### src/rtl/vga_timing_pkg.sv
// 640x480@60 VGA timing constants shared by the display path.
// Counts are 10-bit; sync windows derive from visible + porch widths.
package vga_timing_pkg;

    localparam int unsigned CNT_W = 10;

    localparam int unsigned VGA_H_VISIBLE = 640;
    localparam int unsigned VGA_H_FP      = 16;
    localparam int unsigned VGA_H_SYNC    = 96;
    localparam int unsigned VGA_H_BP      = 48;
    localparam int unsigned VGA_H_TOTAL   =
        VGA_H_VISIBLE + VGA_H_FP + VGA_H_SYNC + VGA_H_BP;

    localparam int unsigned VGA_V_VISIBLE = 480;
    localparam int unsigned VGA_V_FP      = 10;
    localparam int unsigned VGA_V_SYNC    = 2;
    localparam int unsigned VGA_V_BP      = 33;
    localparam int unsigned VGA_V_TOTAL   =
        VGA_V_VISIBLE + VGA_V_FP + VGA_V_SYNC + VGA_V_BP;

    localparam int unsigned VGA_HS_START = VGA_H_VISIBLE + VGA_H_FP;
    localparam int unsigned VGA_HS_END   = VGA_HS_START + VGA_H_SYNC;
    localparam int unsigned VGA_VS_START = VGA_V_VISIBLE + VGA_V_FP;
    localparam int unsigned VGA_VS_END   = VGA_VS_START + VGA_V_SYNC;

endpackage

### src/rtl/vga_sync_gen.sv
// Registered VGA sync, active-video, coordinate and tick generation
// from the free-running h/v pixel counters.
module vga_sync_gen
    import vga_timing_pkg::*;
#(
    parameter int unsigned H_VISIBLE   = VGA_H_VISIBLE,
    parameter int unsigned H_FP        = VGA_H_FP,
    parameter int unsigned H_SYNC      = VGA_H_SYNC,
    parameter int unsigned H_BP        = VGA_H_BP,
    parameter int unsigned V_VISIBLE   = VGA_V_VISIBLE,
    parameter int unsigned V_FP        = VGA_V_FP,
    parameter int unsigned V_SYNC      = VGA_V_SYNC,
    parameter int unsigned V_BP        = VGA_V_BP,
    parameter logic        SYNC_ACTIVE = 1'b0,
    parameter int unsigned FCNT_W      = 16
) (
    input  logic              clk,
    input  logic              rst_n,
    input  logic [CNT_W-1:0]  h_count,
    input  logic [CNT_W-1:0]  v_count,
    output logic              hsync,
    output logic              vsync,
    output logic              video_on,
    output logic [CNT_W-1:0]  pixel_x,
    output logic [CNT_W-1:0]  pixel_y,
    output logic              line_tick,
    output logic              frame_tick,
    output logic [FCNT_W-1:0] frame_count
);

    localparam logic [CNT_W-1:0] H_VIS = CNT_W'(H_VISIBLE);
    localparam logic [CNT_W-1:0] H_TOT = CNT_W'(H_VISIBLE + H_FP + H_SYNC + H_BP);
    localparam logic [CNT_W-1:0] HS_LO = CNT_W'(H_VISIBLE + H_FP);
    localparam logic [CNT_W-1:0] HS_HI = CNT_W'(H_VISIBLE + H_FP + H_SYNC);
    localparam logic [CNT_W-1:0] V_VIS = CNT_W'(V_VISIBLE);
    localparam logic [CNT_W-1:0] V_TOT = CNT_W'(V_VISIBLE + V_FP + V_SYNC + V_BP);
    localparam logic [CNT_W-1:0] VS_LO = CNT_W'(V_VISIBLE + V_FP);
    localparam logic [CNT_W-1:0] VS_HI = CNT_W'(V_VISIBLE + V_FP + V_SYNC);

    logic [CNT_W-1:0] h_prev;
    logic [CNT_W-1:0] v_prev;

    logic in_range;
    logic visible;
    logic hs_win;
    logic vs_win;
    logic line_edge;
    logic frame_edge;

    // Out-of-range counts force every window and tick inactive.
    always_comb begin
        in_range   = (h_count < H_TOT) && (v_count < V_TOT);
        visible    = in_range && (h_count < H_VIS) && (v_count < V_VIS);
        hs_win     = in_range && (h_count >= HS_LO) && (h_count < HS_HI);
        vs_win     = in_range && (v_count >= VS_LO) && (v_count < VS_HI);
        line_edge  = in_range && (h_count == '0) && (h_prev != '0);
        frame_edge = in_range && (h_count == '0) && (v_count == '0)
                     && ((h_prev != '0) || (v_prev != '0));
    end

    always_ff @(posedge clk) begin
        if (!rst_n) begin
            hsync       <= ~SYNC_ACTIVE;
            vsync       <= ~SYNC_ACTIVE;
            video_on    <= 1'b0;
            pixel_x     <= '0;
            pixel_y     <= '0;
            line_tick   <= 1'b0;
            frame_tick  <= 1'b0;
            frame_count <= '0;
            h_prev      <= '0;
            v_prev      <= '0;
        end else begin
            hsync       <= hs_win ? SYNC_ACTIVE : ~SYNC_ACTIVE;
            vsync       <= vs_win ? SYNC_ACTIVE : ~SYNC_ACTIVE;
            video_on    <= visible;
            pixel_x     <= visible ? h_count : '0;
            pixel_y     <= visible ? v_count : '0;
            line_tick   <= line_edge;
            frame_tick  <= frame_edge;
            frame_count <= frame_count + {{(FCNT_W-1){1'b0}}, frame_edge};
            h_prev      <= h_count;
            v_prev      <= v_count;
        end
    end

endmodule
### config.mk
export PLATFORM = sky130hd
export DESIGN_NAME = vga_sync_gen
export DESIGN_NICKNAME = d
export VERILOG_FILES = /design/src/rtl/vga_timing_pkg.sv /design/src/rtl/vga_sync_gen.sv
export SDC_FILE = /design/constraint.sdc
export NUM_CORES = 1
export LEC_CHECK = 0
export BUFFER_PORTS_ARGS = -buffer_cell sky130_fd_sc_hd__buf_2
export CORE_MARGIN = 8
export CORE_UTILIZATION = 45
export CTS_CLUSTER_DIAMETER = 200
export DETAILED_ROUTE_END_ITERATION = 7
export HOLD_SLACK_MARGIN = 0.08
export PLACE_DENSITY = 0.78
export SYNTH_ARGS = -nofsm -noshare
export SYNTH_HDL_FRONTEND = slang
export SYNTH_SLANG_ARGS = --single-unit
### constraint.sdc
create_clock -name clk -period 3 [get_ports clk]
set_input_delay 0.45 -clock clk [delete_from_list [all_inputs] [get_ports clk]]
set_output_delay 0.45 -clock clk [all_outputs]
set_load 0.05 [all_outputs]
==> results_tabular.tex <==
\begin{tabular}{lr}
\hline
Metric & Value \\
\hline
\multicolumn{2}{l}{\textbf{STA}} \\
\quad Number of setup violations in the final report & 0 \\
\quad Final period utilization & 85.9\% \\
\quad Final setup margin & 422 ps \\
\quad Worst Clk Skew & 7.02 ps \\
\quad Slew of the pin with the lowest slew margin & 588 ps \\
\quad Final hold slack & 335 ps \\
\quad Relative slew slack & 60.7\% \\
\quad Time the final worst path needs with I/O delays and setup & 2580 ps \\
\quad Final Hold Violating Endpoints & 0 \\
\quad Max Clk Rate & 388 MHz \\
\quad Number of pins exceeding their max-slew limit in the final report & 0 \\
\quad Setup repair after global routing missed its margin & false \\
\quad Setup Total Neg Slack & 0 ps \\
\multicolumn{2}{l}{\textbf{Placed design}} \\
\quad Post-place setup slack & 50.8 ps \\
\quad GP Congestion & 0.776 \\
\quad HPWL Detailed & 3240 um \\
\quad Count of input and output buffers & 62 \\
\quad Cell count after placement & 312 \\
\quad Instance area after placement & 2490 sq um \\
\multicolumn{2}{l}{\textbf{Worst setup path}} \\
\quad Highest fanout seen on the critical path & 5 \\
\quad Critical path startpoint category & primary input \\
\quad Critical-path cell list & buf\_2 -> or4\_1 -> nor4\_1 -> o211a\_1 -> ha\_1 -> ha\_1 -> nand4\_1 -> nor4\_1 -> xor2\_1 -> and2\_1 \\
\quad Delay-heaviest family, CP & simple AND/OR/NAND/NOR gates \\
\quad Worst setup EP type & flip-flop \\
\quad Depth of the most critical reg-to-reg path & 9 \\
\quad R2R Path End & frame\_count[14] \\
\quad Setup slack on the worst flop-to-flop path & 920 ps \\
\quad Arr. time, crit path & 2810 ps \\
\quad Max incr delay on CP & 500 ps \\
\quad Type of the setup path with the least slack & in2reg \\
\quad Crit-path slowest cell & sky130\_fd\_sc\_hd\_\_or4\_1 \\
\quad Number of buffer and inverter stages on the critical path & 1 \\
\quad Worst reg2reg startpoint & h\_prev[1] \\
\quad Required time of the critical path & 3230 ps \\
\multicolumn{2}{l}{\textbf{Yosys}} \\
\quad Average cell area after synthesis & 10.6 sq um \\
\quad Share of synthesized area occupied by flip-flops and latches & 58.1\% \\
\quad Complex-gate fraction of the synthesized area & 3.09\% \\
\quad Basic-gate share of the synthesized area counting and, or, nand and nor cells & 30.0\% \\
\quad Mapped Area & 2100 sq um \\
\quad Post-Synth Adder-Cell Area & 1.19\% \\
\quad Cell taking the most area after synthesis & sky130\_fd\_sc\_hd\_\_dfxtp\_1 \\
\quad Number of unique standard cell types used by synthesis & 28 \\
\quad Number of instances in the synthesized netlist & 198 \\
\quad Dominant combinational cell family by area after synthesis & simple AND/OR/NAND/NOR gates \\
\quad Warning count from the yosys run & 0 \\
\quad Top cells by area, synth & sky130\_fd\_sc\_hd\_\_dfxtp\_1 (58\%), sky130\_fd\_sc\_hd\_\_and2\_1 (15\%), sky130\_fd\_sc\_hd\_\_xor2\_1 (3.3\%) \\
\quad Synth Area in XOR/XNOR & 5.41\% \\
\quad Area share of the largest cell type after synthesis & 58.1\% \\
\quad Post-Synthesis Net Count & 222 \\
\quad Register bit total from synthesis & 61 \\
\quad Fraction of synthesized area in multiplexers & 0.476\% \\
\multicolumn{2}{l}{\textbf{Layout}} \\
\quad Layout-stage area growth over the synthesis result & 25.9\% \\
\quad Fraction of layout cells with a size suffix above 1 & 30.4\% \\
\quad Number of nets at the end of the flow & 293 \\
\quad Post-route cell area & 2650 sq um \\
\quad Finished Core Util & 57.2\% \\
\quad Ant diodes & 0 \\
\quad Filler-free cell count of the finished design & 327 \\
\quad Commonest cells after routing, fill and taps aside & sky130\_fd\_sc\_hd\_\_buf\_2 (62), sky130\_fd\_sc\_hd\_\_dfxtp\_1 (61), sky130\_fd\_sc\_hd\_\_and2\_1 (52) \\
\quad Leading cell type in the layout, fill and taps excluded & sky130\_fd\_sc\_hd\_\_buf\_2 \\
\multicolumn{2}{l}{\textbf{GRT}} \\
\quad Total global routing track utilization & 13.2\% \\
\quad Via count of the first global-routing pass & 1630 \\
\quad Wire length of the first global-routing pass & 7360 um \\
\quad Global route total overflow & 0 \\
\quad Antenna violations before repair & 0 \\
\quad Maximum number of pins on one net before global-route repair & 41 \\
\multicolumn{2}{l}{\textbf{Clock network}} \\
\quad Total clock buffers created by CTS & 9 \\
\quad Setup repair bufs after CTS & 0 \\
\quad Clock latency of the later-clocked register in the worst-skew pair & 330 ps \\
\quad Maximum count of clock buffers along a single path & 2 \\
\quad Number of gates resized after cts & 0 \\
\quad CTS tree & built \\
\quad Cts hold-fix bufs & 0 \\
\quad Clock-pin slew reported for the worst setup and hold paths after clock tree synthesis & 60 ps \\
\quad Count of clock tree sinks & 61 \\
\quad Clk Tree Root Cell & sky130\_fd\_sc\_hd\_\_clkbuf\_8 \\
\quad H-tree levels & 3 \\
\multicolumn{2}{l}{\textbf{Status}} \\
\quad Run status & finished clean \\
\multicolumn{2}{l}{\textbf{Die}} \\
\quad Area of the core & 4630 sq um \\
\quad Initial Utilization & 45.4\% \\
\quad Die W & 84.4 um \\
\quad Die Ht & 84.4 um \\
\quad Die outline area & 7120 sq um \\
\quad I/O Pins & 63 \\
\quad Row Count & 25 \\
\multicolumn{2}{l}{\textbf{Pwr}} \\
\quad Power consumption & 1.56 mW \\
\quad Clock network power share & 38.7\% \\
\quad Internal power contribution & 1.19 mW \\
\quad Worst IR Drop VDD & 0.297 mV \\
\quad Leak Pwr & 1.25 nW \\
\quad Switching power total & 0.368 mW \\
\quad Switching part of the total & 23.7\% \\
\quad Sequential fraction of design power & 54.0\% \\
\quad Power density relative to cell area & 588 nW/um\^{}2 \\
\quad Relative contribution of combinational cells to total power & 7.3\% \\
\multicolumn{2}{l}{\textbf{Routing}} \\
\quad Vias/cell & 4.81 \\
\quad Count of antenna-violating nets left after detailed routing & 0 \\
\quad First-pass iteration count of the detailed router & 4 \\
\quad \# DRC & 0 \\
\quad Detailed-route wire length & 4410 um \\
\quad Detailed-route via count & 1573 \\
\quad DRT iter0 DRCs & 59 \\
\quad Sum of routed wire segments on met1 & 1870 um \\
\quad Uppermost signal routing layer after detailed routing & met4 \\
\quad Total met3 wirelength after detailed routing & 390 um \\
\quad Met2 routed WL & 2090 um \\
\quad Wirelength per Cell & 13.5 um \\
\multicolumn{2}{l}{\textbf{Job}} \\
\quad Max-capacitance violation count & 0 \\
\multicolumn{2}{l}{\textbf{Hold path}} \\
\quad Endpoint of the worst hold-timing path & pixel\_x[2] \\
\quad Startpoint of the tightest hold check path & h\_count[2] \\
\quad Kind of path behind the tightest hold check & in2reg \\
\quad Worst hold stages & 2 \\
\hline
\end{tabular}
flip-flops by register name, indices dropped and copies added (netlist names):
| signal | count |
|---|---|
| frame_count | 16 |
| frame_tick | 1 |
| h_prev | 10 |
| hsync | 1 |
| line_tick | 1 |
| pixel_x | 10 |
| pixel_y | 10 |
| v_prev | 10 |
| video_on | 1 |
| vsync | 1 |
worst max path at each step:
| stage | from | to | slack [ps] | cells after the start |
|---|---|---|---|---|
| 3_3_place_gp | h_count[7] | frame_count[14] | 110 | 10 |
| 2_1_floorplan | h_count[7] | frame_count[12] | 370 | 9 |
| 5_1_grt | h_count[7] | frame_count[12] | 210 | 10 |
| 3_5_place_dp | h_count[7] | frame_count[14] | 50 | 10 |
| 4_1_cts | h_count[7] | frame_count[14] | 410 | 10 |
| 6_report | h_count[7] | frame_count[14] | 420 | 10 |
layer usage:
metal  global-route usage [%]  vias up
li1                         -      809
met1                     13.5      703
met2                     21.1       56
met3                     8.39        5
met4                     5.83        0
met5                        0        -
power groups by stage:
| stage | Combinational [mW] | Sequential, mW | Clock [mW] |
|---|---|---|---|
| finish | 0.113 | 0.840 | 0.603 |
| global route | 0.123 | 0.842 | 0.664 |
| CTS | 0.115 | 0.840 | 0.616 |
| detailed placement | 0.114 | 0.858 | 0 |
| global placement | 0.113 | 0.857 | 0 |
| floorplan | 0.0336 | 0.893 | 0 |
worst register-to-register path: stages (launching register included):
cell and delay (ps):
sky130_fd_sc_hd__dfxtp_1 300, sky130_fd_sc_hd__nor4_1 300, sky130_fd_sc_hd__nand3_1 140, sky130_fd_sc_hd__o211a_1 260
sky130_fd_sc_hd__ha_1 210, sky130_fd_sc_hd__ha_1 200, sky130_fd_sc_hd__nand4_1 170, sky130_fd_sc_hd__nor4_1 80
sky130_fd_sc_hd__xor2_1 140, sky130_fd_sc_hd__and2_1 170
area by class of cell:
class | count | area (sq um)
fill | 426 | 1980
sequential | 61 | 1220
multi-input combinational | 128 | 848
timing repair buffer | 66 | 340
clock buffer | 13 | 149
tap | 54 | 67.6
inverter | 3 | 11.3
clock inverter | 2 | 10.0
kinds of logic after synthesis:
group / Yosys count
other cells: 1
simple gates: 105
flops: 61
compound gates: 6
buf+inv: 9
xor+xnor: 13
fa+ha+maj: 2
mux: 1
cell usage after synthesis (all sizes together):
master and n:
conb 1, mux2i 1, a311o 1, nand2 6, xnor2 5, inv 3, o211a 2, nor4 11
or3 1, nor2 7, xor2 8, o21ai 1, clkbuf 6, nand3 10, nor3 4, dfxtp 61
ha 2, nand2b 1, and4 1, o31ai 1, o311ai 1, and4b 1, and2 54, nand4 4
or4 5
Power figures use the tool's default switching activity.
